`src/rtl/uart_tx_arbiter.sv`:
```
// uart_tx_arbiter: shares one uart_tx between NUM_REQ byte-stream requesters.
// Round-robin at message granularity. A grant ends on a byte flagged last, after
// MAX_BURST bytes, or when the owner holds req_valid low for STALL_TIMEOUT cycles.
//
// Handshake: a byte moves from requester i when req_valid[i] && req_ready[i] are
// both high at a rising edge. req_ready is only ever raised for the granted
// requester, in FETCH, while the transmitter is idle. Requesters keep valid/data
// stable until accepted; valid of non-granted requesters is only used to arbitrate.
module uart_tx_arbiter #(
  parameter int NUM_REQ       = 3,
  parameter int DATA_WIDTH    = 8,
  parameter int MAX_BURST     = 64,
  parameter int STALL_TIMEOUT = 1024,
  parameter int BUSY_TIMEOUT  = 16
) (
  input  logic                          clk,
  input  logic                          rst,
  input  logic [NUM_REQ-1:0]            req_valid,
  input  logic [NUM_REQ*DATA_WIDTH-1:0] req_data,
  input  logic [NUM_REQ-1:0]            req_last,
  output logic [NUM_REQ-1:0]            req_ready,
  output logic                          tx_trigger,
  output logic [DATA_WIDTH-1:0]         tx_data,
  input  logic                          tx_busy,
  output logic                          grant_active,
  output logic [$clog2(NUM_REQ)-1:0]    grant_id,
  output logic                          err_busy_timeout,
  output logic [1:0]                    dbg_state
);

  localparam int GW = $clog2(NUM_REQ);
  localparam int SW = $clog2(STALL_TIMEOUT + 1);
  localparam int BW = $clog2(BUSY_TIMEOUT + 1);
  localparam logic [SW-1:0] STALL_LIM = SW'(STALL_TIMEOUT - 1);
  localparam logic [BW-1:0] BUSY_LIM  = BW'(BUSY_TIMEOUT - 1);
  localparam logic [7:0]    BURST_LIM = 8'(MAX_BURST);

  typedef enum logic [1:0] {
    S_IDLE    = 2'd0,
    S_FETCH   = 2'd1,
    S_WAIT_HI = 2'd2,
    S_WAIT_LO = 2'd3
  } state_t;

  state_t state, state_d;

  logic [GW-1:0]         rr_last;
  logic [7:0]            burst_cnt;
  logic [SW-1:0]         stall_cnt;
  logic [BW-1:0]         busy_cnt;
  logic                  last_q;

  logic [GW-1:0]         winner;
  logic                  any_valid;
  logic                  g_valid;
  logic                  g_last;
  logic [DATA_WIDTH-1:0] g_data;
  logic                  accept;
  logic                  msg_end;

  logic do_grant, do_accept, do_release, do_resume;
  logic stall_inc, busy_inc, set_err, byte_done;

  assign dbg_state = state;
  assign accept    = (state == S_FETCH) && g_valid && !tx_busy;
  assign msg_end   = last_q || (burst_cnt == BURST_LIM);

  // Round-robin pick: first valid requester after rr_last, wrapping around.
  always_comb begin
    winner    = rr_last;
    any_valid = 1'b0;
    for (int off = 1; off <= NUM_REQ; off++) begin
      for (int i = 0; i < NUM_REQ; i++) begin
        if (!any_valid && req_valid[i] && ((int'(rr_last) + off) % NUM_REQ == i)) begin
          winner    = GW'(i);
          any_valid = 1'b1;
        end
      end
    end
  end

  // Select the granted requester's valid/data/last and drive its ready bit.
  always_comb begin
    g_valid   = 1'b0;
    g_last    = 1'b0;
    g_data    = '0;
    req_ready = '0;
    for (int i = 0; i < NUM_REQ; i++) begin
      if (grant_id == GW'(i)) begin
        g_valid = req_valid[i];
        g_last  = req_last[i];
        g_data  = req_data[i*DATA_WIDTH +: DATA_WIDTH];
        if (state == S_FETCH) req_ready[i] = req_valid[i] && !tx_busy;
      end
    end
  end

  // Next-state and control strobes for the datapath registers.
  always_comb begin
    state_d    = state;
    do_grant   = 1'b0;
    do_accept  = 1'b0;
    do_release = 1'b0;
    do_resume  = 1'b0;
    stall_inc  = 1'b0;
    busy_inc   = 1'b0;
    set_err    = 1'b0;
    byte_done  = 1'b0;
    case (state)
      S_IDLE: begin
        if (any_valid) begin
          do_grant = 1'b1;
          state_d  = S_FETCH;
        end
      end
      S_FETCH: begin
        if (accept) begin
          do_accept = 1'b1;
          state_d   = S_WAIT_HI;
        end else if (!g_valid) begin
          if (stall_cnt == STALL_LIM) begin
            do_release = 1'b1;
            state_d    = S_IDLE;
          end else begin
            stall_inc = 1'b1;
          end
        end
      end
      S_WAIT_HI: begin
        if (tx_busy) begin
          state_d = S_WAIT_LO;
        end else if (busy_cnt == BUSY_LIM) begin
          // Transmitter never acknowledged: flag it and treat the byte as sent.
          set_err   = 1'b1;
          byte_done = 1'b1;
        end else begin
          busy_inc = 1'b1;
        end
      end
      S_WAIT_LO: begin
        if (!tx_busy) byte_done = 1'b1;
      end
      default: state_d = S_IDLE;
    endcase
    if (byte_done) begin
      if (msg_end) begin
        do_release = 1'b1;
        state_d    = S_IDLE;
      end else begin
        do_resume = 1'b1;
        state_d   = S_FETCH;
      end
    end
  end

  // State register.
  always_ff @(posedge clk or posedge rst) begin
    if (rst) state <= S_IDLE;
    else     state <= state_d;
  end

  // Grant, byte, counter and error registers driven by the control strobes.
  always_ff @(posedge clk or posedge rst) begin
    if (rst) begin
      tx_trigger       <= 1'b0;
      tx_data          <= '0;
      grant_active     <= 1'b0;
      grant_id         <= '0;
      err_busy_timeout <= 1'b0;
      rr_last          <= GW'(NUM_REQ - 1);
      burst_cnt        <= '0;
      stall_cnt        <= '0;
      busy_cnt         <= '0;
      last_q           <= 1'b0;
    end else begin
      tx_trigger <= do_accept;
      if (do_grant) begin
        grant_id     <= winner;
        grant_active <= 1'b1;
        burst_cnt    <= '0;
        stall_cnt    <= '0;
      end
      if (do_accept) begin
        tx_data   <= g_data;
        last_q    <= g_last;
        burst_cnt <= burst_cnt + 8'd1;
        busy_cnt  <= '0;
      end
      if (stall_inc) stall_cnt <= stall_cnt + 1'b1;
      if (busy_inc)  busy_cnt  <= busy_cnt + 1'b1;
      if (set_err)   err_busy_timeout <= 1'b1;
      if (do_resume) stall_cnt <= '0;
      if (do_release) begin
        rr_last      <= grant_id;
        grant_active <= 1'b0;
      end
    end
  end

endmodule

```
`config.mk`:
```
export PLATFORM = sky130hd
export DESIGN_NAME = uart_tx_arbiter
export DESIGN_NICKNAME = d
export VERILOG_FILES = /design/src/rtl/uart_tx_arbiter.sv
export SDC_FILE = /design/constraint.sdc
export NUM_CORES = 1
export LEC_CHECK = 0
export CORE_ASPECT_RATIO = 1.4
export CORE_UTILIZATION = 52
export DETAILED_ROUTE_END_ITERATION = 10
export PLACE_DENSITY = 0.79
export SLEW_MARGIN = 20
export SYNTH_ARGS = -nofsm -noshare
export SYNTH_HDL_FRONTEND = slang
export SYNTH_SLANG_ARGS = --single-unit
```
`constraint.sdc`:
```
create_clock -name clk -period 2.39 [get_ports clk]
set_input_delay 0.3585 -clock clk [delete_from_list [all_inputs] [get_ports clk]]
set_output_delay 0.3585 -clock clk [all_outputs]
set_load 0.05 [all_outputs]
```
==> results.yml, run 1 <==
run_status:
  status: "completed"
logic_synthesis:
  synth-compound-area-share: 0.186
  yosys.area_share.simple: 0.249
  synth-edff-count: 0
  yosysWarnings: 0
  syn_area_per_cell_um2: 8.56
  syn_nets: 355
  synth_seq_area_share: 0.395
  synth_ff_type: "dfrtp_1"
  synth.ff_latch_count: 42
  largest_family_of_logic_cells_by_synthesized_area: "simple AND/OR/NAND/NOR gates"
  fraction_of_synthesized_cell_area_in_xor_and_xnor_cells: 0.00987
  yosys.area_share.adder: 0.0517
  asyncSetResetFlopFracSynth: 1.00
  synth.mux.area_fraction: 0.0587
  post_synth_instance_area_um2: 2660
  post_synthesis_cell_type_count: 57
  synth_cells: 311
power:
  net-switching-power_mw: 1.67
  clockPowerShare: 0.154
  p_leak_nw: 1.46
  power.internal_mw: 1.96
  powerDensity_nw_per_um2: 1040
  power.total_mw: 3.63
  power.share.combinational: 0.567
  peakVddDrop_v: 0.000858
  flop_pwr_share: 0.279
  swShare: 0.459
sta:
  timing.final.crit_share: 0.940
  skew_ns: 0.00488
  rsz0062_at_grt: "no"
  totalNegativeSetupSlack_ns: 0
  timing.slew.headroom: 0.573
  timing.final.crit_period_ns: 2.25
  setup_viol: 0
  slew_viol_final: 0
  hold_viol_final: 0
  tightestPinTransition_ns: 0.639
  timing.fmax_mhz: 445
final_layout:
  synthToLayoutAreaGrowth_pct: 30.4
  most-common-layout-cells: "clkdlybuf4s50_1 (45), dfrtp_1 (41), nand2_1 (37), o21ai_1 (26), nor2_1 (25)"
  layout.cells.most_common: "clkdlybuf4s50_1"
  final_layout_size_suffix_gt1_frac: 0.130
  antennaDiodeCount: 0
  layout.core_utilization: 0.712
  final_net_count: 413
placement:
  place.port_buffers: 50
  finalWeightedCongestion: 0.919
  dp_hpwl_um: 4970
detailed_routing:
  drt-initial-drc-count: 120
  drcViolationCount: 0
  antenna_left: 0
  total_length_of_routed_wires_um: 6590
  avgViaCountPerCell: 5.82
  detailedRoute.firstPassIterationCount: 4
  wl_per_cell_um: 15.2
  via_total_after_detailed_routing: 2526
die:
  initial_utilization: 0.546
  die-area_um2: 5410
  fp.dieH_um: 86.7
  placement_rows: 30
  die_width_um: 62.5
  floorplan_core_area_um2: 4880
  pin_count: 51
worst_setup_path:
  critPathCaptureType: "output port"
  reg2reg_to: "dbg_state[0]$_DFFE_PP0P_"
  worst_ep_arrival_time_ns: 1.89
  worstPathRequired_ns: 2.03
  rrSetupSlack_ns: 0.16
  timing.critical_path.from_type: "register"
  critical_path.max_fanout: 6
  path_class: "reg2out"
  r2r_cells: 8
  r2r_start: "busy_cnt[0]$_DFFE_PP0P_"
clocking:
  cts_tree: "done"
  clkTransAtPathRegs_ns: 0.08
  clock_path_buffers: 2
  postCtsSetupRepairBufs: 0
  cts-buffers-inserted: 5
  clock_latency_at_the_later_pin_of_the_worst_skew_pair_ns: 0.30
  htree_levels: 2
  root_buf_cell: "clkbuf_8"
  clkSinkCount: 42
global_route:
  global_route.overflow_total: 0
  grt_pass1_wl_um: 11400
  antenna_found_initial: 0
  number_of_global_route_vias_before_repair: 2567
  globalRouteTotalUtil: 0.267
  grt_max_degree: 43
worst_hold_path:
  number_of_cells_on_the_worst_hold_path: 2
  hold_end: "tx_data[7]$_DFFE_PP0P_"
  timing.hold.worst.start: "tx_data[7]$_DFFE_PP0P_"
  worstHoldPathType: "reg2reg"
run:
  max-cap-violations: 0
==> per-stage QoR <==
step	area [um^2]	hold slack [ns]	instances	setup slack [ns]
after global routing	3470	0.517	434	0.0120
after floorplan	2700	0.456	311	-0.0479
after detailed placement	3360	0.474	426	0.150
final	3470	0.486	434	0.143
after CTS	3470	0.492	434	0.0656
after global placement	3360	0.469	426	0.217
==> synth_stat cells (2+ instances only) <==
master / count / share of area
a21oi_1: 19 / 0.036
a31oi_1: 5 / 0.012
and2_1: 3 / 0.0070
and3_1: 6 / 0.014
buf_1: 4 / 0.0056
buf_2: 3 / 0.0056
clkbuf_1: 8 / 0.011
dfrtp_1: 41 / 0.39
ha_1: 11 / 0.052
inv_1: 15 / 0.021
mux2_1: 3 / 0.013
mux2i_1: 10 / 0.038
nand2_1: 37 / 0.052
nand3_1: 19 / 0.036
nand3_2: 2 / 0.0075
nand3b_1: 4 / 0.011
nand4_1: 4 / 0.0094
nor2_1: 25 / 0.035
nor2b_1: 3 / 0.0070
nor3_1: 8 / 0.015
nor3b_1: 2 / 0.0056
nor4_1: 2 / 0.0047
nor4b_1: 2 / 0.0066
o211ai_1: 2 / 0.0056
o21ai_0: 5 / 0.0094
o21ai_1: 26 / 0.049
o22ai_1: 2 / 0.0047
o31ai_1: 4 / 0.011
or3_1: 7 / 0.016
xnor2_1: 2 / 0.0066
==> state kept, by name (all words and copies together) (netlist names) <==
signal            count
busy_cnt              5
tx_trigger            1
grant_active          1
grant_id              2
rr_last               2
last_q                1
burst_cnt             8
err_busy_timeout      1
tx_data               8
dbg_state             2
stall_cnt            11
==> worst max-delay path, cell delays in order, from the launching register on <==
cell	delay [ns]
dfrtp_1	0.42
inv_1	0.13
ha_1	0.22
nand2_1	0.27
nor4b_4	0.37
buf_12	0.18
==> cell type report <==
class,instances,area [um^2]
clock buffer,7,76.3
clock inverter,1,30.0
fill,389,1410
inverter,16,60.1
multi-input combinational,237,1520
sequential,42,1050
tap,64,80.1
timing repair buffer,67,653
==> power groups by stage <==
stage | clock network [mW] | logic, mW | registers, mW
after floorplan | 0 | 1.15 | 1.30
after global placement | 0 | 2.00 | 1.02
after detailed placement | 0 | 2.04 | 1.03
after CTS | 0.565 | 2.05 | 1.01
after global routing | 0.590 | 2.23 | 1.03
final | 0.559 | 2.05 | 1.01
==> routing by layer <==
metal | up-vias | global-route usage | part of all wire
li1 | 1220 | - | -
met1 | 1210 | 0.293 | 0.40
met2 | 82 | 0.484 | 0.54
met3 | 14 | 0.0487 | 0.040
met4 | 0 | 0.146 | 0.022
met5 | - | 0 | 0
==> what timing repair did <==
action / in CTS / in global routing
hold buffers: 0 / 0
endpoints found under the setup margin: 0 / 2
resized for setup: 0 / 1
==> logic make-up after synthesis <==
| logic type | Yosys count |
|---|---|
| compound gates | 79 |
| xor+xnor | 3 |
| fa+ha+maj | 11 |
| buf+inv | 32 |
| flops | 42 |
| mux | 14 |
| simple gates | 130 |
==> worst max-delay path by stage <==
stage                              from                  endpoint  slack (ns)  cells past startpoint
2_1_floorplan  dbg_state[1]$_DFFE_PP0P_              req_ready[0]       -0.05                      5
3_3_place_gp    busy_cnt[0]$_DFFE_PP0P_  dbg_state[0]$_DFFE_PP0P_        0.22                      8
3_5_place_dp    busy_cnt[0]$_DFFE_PP0P_  dbg_state[0]$_DFFE_PP0P_        0.15                      8
4_1_cts         busy_cnt[0]$_DFFE_PP0P_  dbg_state[0]$_DFFE_PP0P_        0.07                      8
5_1_grt         busy_cnt[0]$_DFFE_PP0P_  dbg_state[0]$_DFFE_PP0P_        0.01                      8
6_report       dbg_state[1]$_DFFE_PP0P_              req_ready[0]        0.14                      5
(Power assumes the default switching activity.)
==> inputs of run 2 (changes only) <==
--- a/config.mk
+++ b/config.mk
@@ -7,6 +7,7 @@
 export LEC_CHECK = 0
 export CORE_ASPECT_RATIO = 1.4
 export CORE_UTILIZATION = 52
+export CTS_CLUSTER_SIZE = 40
 export DETAILED_ROUTE_END_ITERATION = 10
 export PLACE_DENSITY = 0.79
 export SLEW_MARGIN = 20
==> results of run 2 <==
Final layout, timing and power as in run 1 (identical DEF).
==> inputs of run 3 (changes only) <==
--- a/config.mk
+++ b/config.mk
@@ -6,6 +6,7 @@
 export NUM_CORES = 1
 export LEC_CHECK = 0
 export CORE_ASPECT_RATIO = 1.4
+export CORE_MARGIN = 1.5
 export CORE_UTILIZATION = 52
 export CTS_CLUSTER_SIZE = 40
 export DETAILED_ROUTE_END_ITERATION = 10
==> results.yml, run 3 (synthesis results as in run 1) <==
global_route:
  antenna_found_initial: 0
  global_route.overflow_total: 0
  number_of_global_route_vias_before_repair: 2478
  grt_max_degree: 18
  globalRouteTotalUtil: 0.253
  grt_pass1_wl_um: 11200
final_layout:
  top_flop_regs: "stall_cnt (11), burst_cnt (8), tx_data (8)"
  most-common-layout-cells: "clkdlybuf4s50_1 (45), dfrtp_1 (41), nand2_1 (36), o21ai_1 (26), nor2_1 (25)"
  finish.instance_area_um2: 3460
  layout.core_utilization: 0.709
  synthToLayoutAreaGrowth_pct: 29.9
  final_net_count: 410
  antennaDiodeCount: 0
  final_layout_size_suffix_gt1_frac: 0.131
  final_cells: 431
  register_with_the_most_flip_flops: "stall_cnt"
  layout.cells.most_common: "clkdlybuf4s50_1"
  largest_register_ff_count: 11
power:
  powerDensity_nw_per_um2: 1040
  peakVddDrop_v: 0.000677
  p_leak_nw: 1.45
  power.total_mw: 3.60
placement:
  placement.cell_area_um2: 3340
  placed_cells_incl_taps: 423
  finalWeightedCongestion: 0.846
  place.port_buffers: 50
  dp_hpwl_um: 4870
detailed_routing:
  drcViolationCount: 0
  antenna_left: 0
  drt-initial-drc-count: 112
  total_length_of_routed_wires_um: 6530
  wl_per_cell_um: 15.2
  via_total_after_detailed_routing: 2485
  detailedRoute.firstPassIterationCount: 4
  avgViaCountPerCell: 5.77
die:
  die-area_um2: 5560
  placement_rows: 30
  fp.dieH_um: 87.7
  floorplan_core_area_um2: 4880
  die_width_um: 63.5
  initial_utilization: 0.546
  pin_count: 51
sta:
  timing.slew.headroom: 0.575
  skew_ns: 0.00801
  hold_viol_final: 0
  timing.final.crit_share: 0.924
  rsz0062_at_grt: "no"
  timing.fmax_mhz: 453
  setup_viol: 0
  slew_viol_final: 0
  tightestPinTransition_ns: 0.636
  timing.final.crit_period_ns: 2.21
clocking:
  cts_tree: "done"
  clock_path_buffers: 2
  htree_levels: 2
  clkSinkCount: 42
  cts_repair_resize_count: 1
  postCtsSetupRepairBufs: 0
  cts-buffers-inserted: 5
  root_buf_cell: "clkbuf_8"
  clock_latency_at_the_later_pin_of_the_worst_skew_pair_ns: 0.30
  clkTransAtPathRegs_ns: 0.08
  ctsHoldBuffers: 0
worst_hold_path:
  worstHoldPathType: "in2async"
worst_setup_path:
  worstPathRequired_ns: 2.03
  critPathCaptureType: "output port"
  path_class: "reg2out"
  critical_path.max_fanout: 7
  worst_ep_arrival_time_ns: 1.85
  timing.critical_path.from_type: "register"
run_status:
  status: "completed"
run:
  max-cap-violations: 0
[run 3: changes by cell type in the layout (fill, tap and decap cells not counted)]
cell        change
buf_4           -3
clkbuf_1        -1
clkinvlp_4      +1
ha_1            -1
ha_2            +1
nand2_1         -1
nand2_2         +1
[run 3: path summary, 6_finish.rpt]
kind | from | to | slack [ns] | cells past startpoint
max in group asynchronous | rst | rr_last[1]$_DFFE_PP1N_ | 1.34 | 3
worst min-delay path | rst | tx_data[5]$_DFFE_PP0P_ | 0.39 | 2
min in group clk | tx_data[3]$_DFFE_PP0P_ | tx_data[3]$_DFFE_PP0P_ | 0.49 | 2
worst min register to register | tx_data[3]$_DFFE_PP0P_ | tx_data[3]$_DFFE_PP0P_ | 0.49 | 2
worst max register to register | busy_cnt[0]$_DFFE_PP0P_ | dbg_state[0]$_DFFE_PP0P_ | 0.20 | 8
worst max-delay path | dbg_state[1]$_DFFE_PP0P_ | req_ready[0] | 0.18 | 5
[run 3: power breakdown]
part,internal [mW],total (mW),switching [mW]
sequential,0.868,1.02,0.148
clock,0.312,0.569,0.258
combinational,0.758,2.01,1.25
[run 3: cell type report]
type	instances	area, um^2
multi-input combinational	237	1530
inverter	16	60.1
timing repair buffer	64	631
clock inverter	2	37.5
clock buffer	6	72.6
tap	64	80.1
fill	385	1420
sequential	42	1050
[run 3: per-stage QoR]
stage	worst slack (ns)	TNS, ns	hold slack [ns]
5_1_grt	0.0177	0	0.470
3_5_place_dp	0.135	0	0.472
6_report	0.182	0	0.387
4_1_cts	0.0634	0	0.419
3_3_place_gp	0.157	0	0.469
2_1_floorplan	-0.0479	-0.0675	0.456
[run 3: critical path, stage by stage (launching register included)]
cell and delay [ns]:
dfrtp_1 0.43, inv_1 0.14, ha_2 0.29, nand2_2 0.19, nor4b_4 0.31, buf_12 0.18
[run 3: layer usage]
metal | share of wire | routed length, um | global-route usage | vias to the layer above
met4 | 0.020 | 133 | 0.0870 | 0
met5 | 0 | 0 | 0 | -
met2 | 0.54 | 3520 | 0.466 | 52
met1 | 0.40 | 2640 | 0.296 | 1202
met3 | 0.036 | 236 | 0.0437 | 12
li1 | - | - | - | 1219
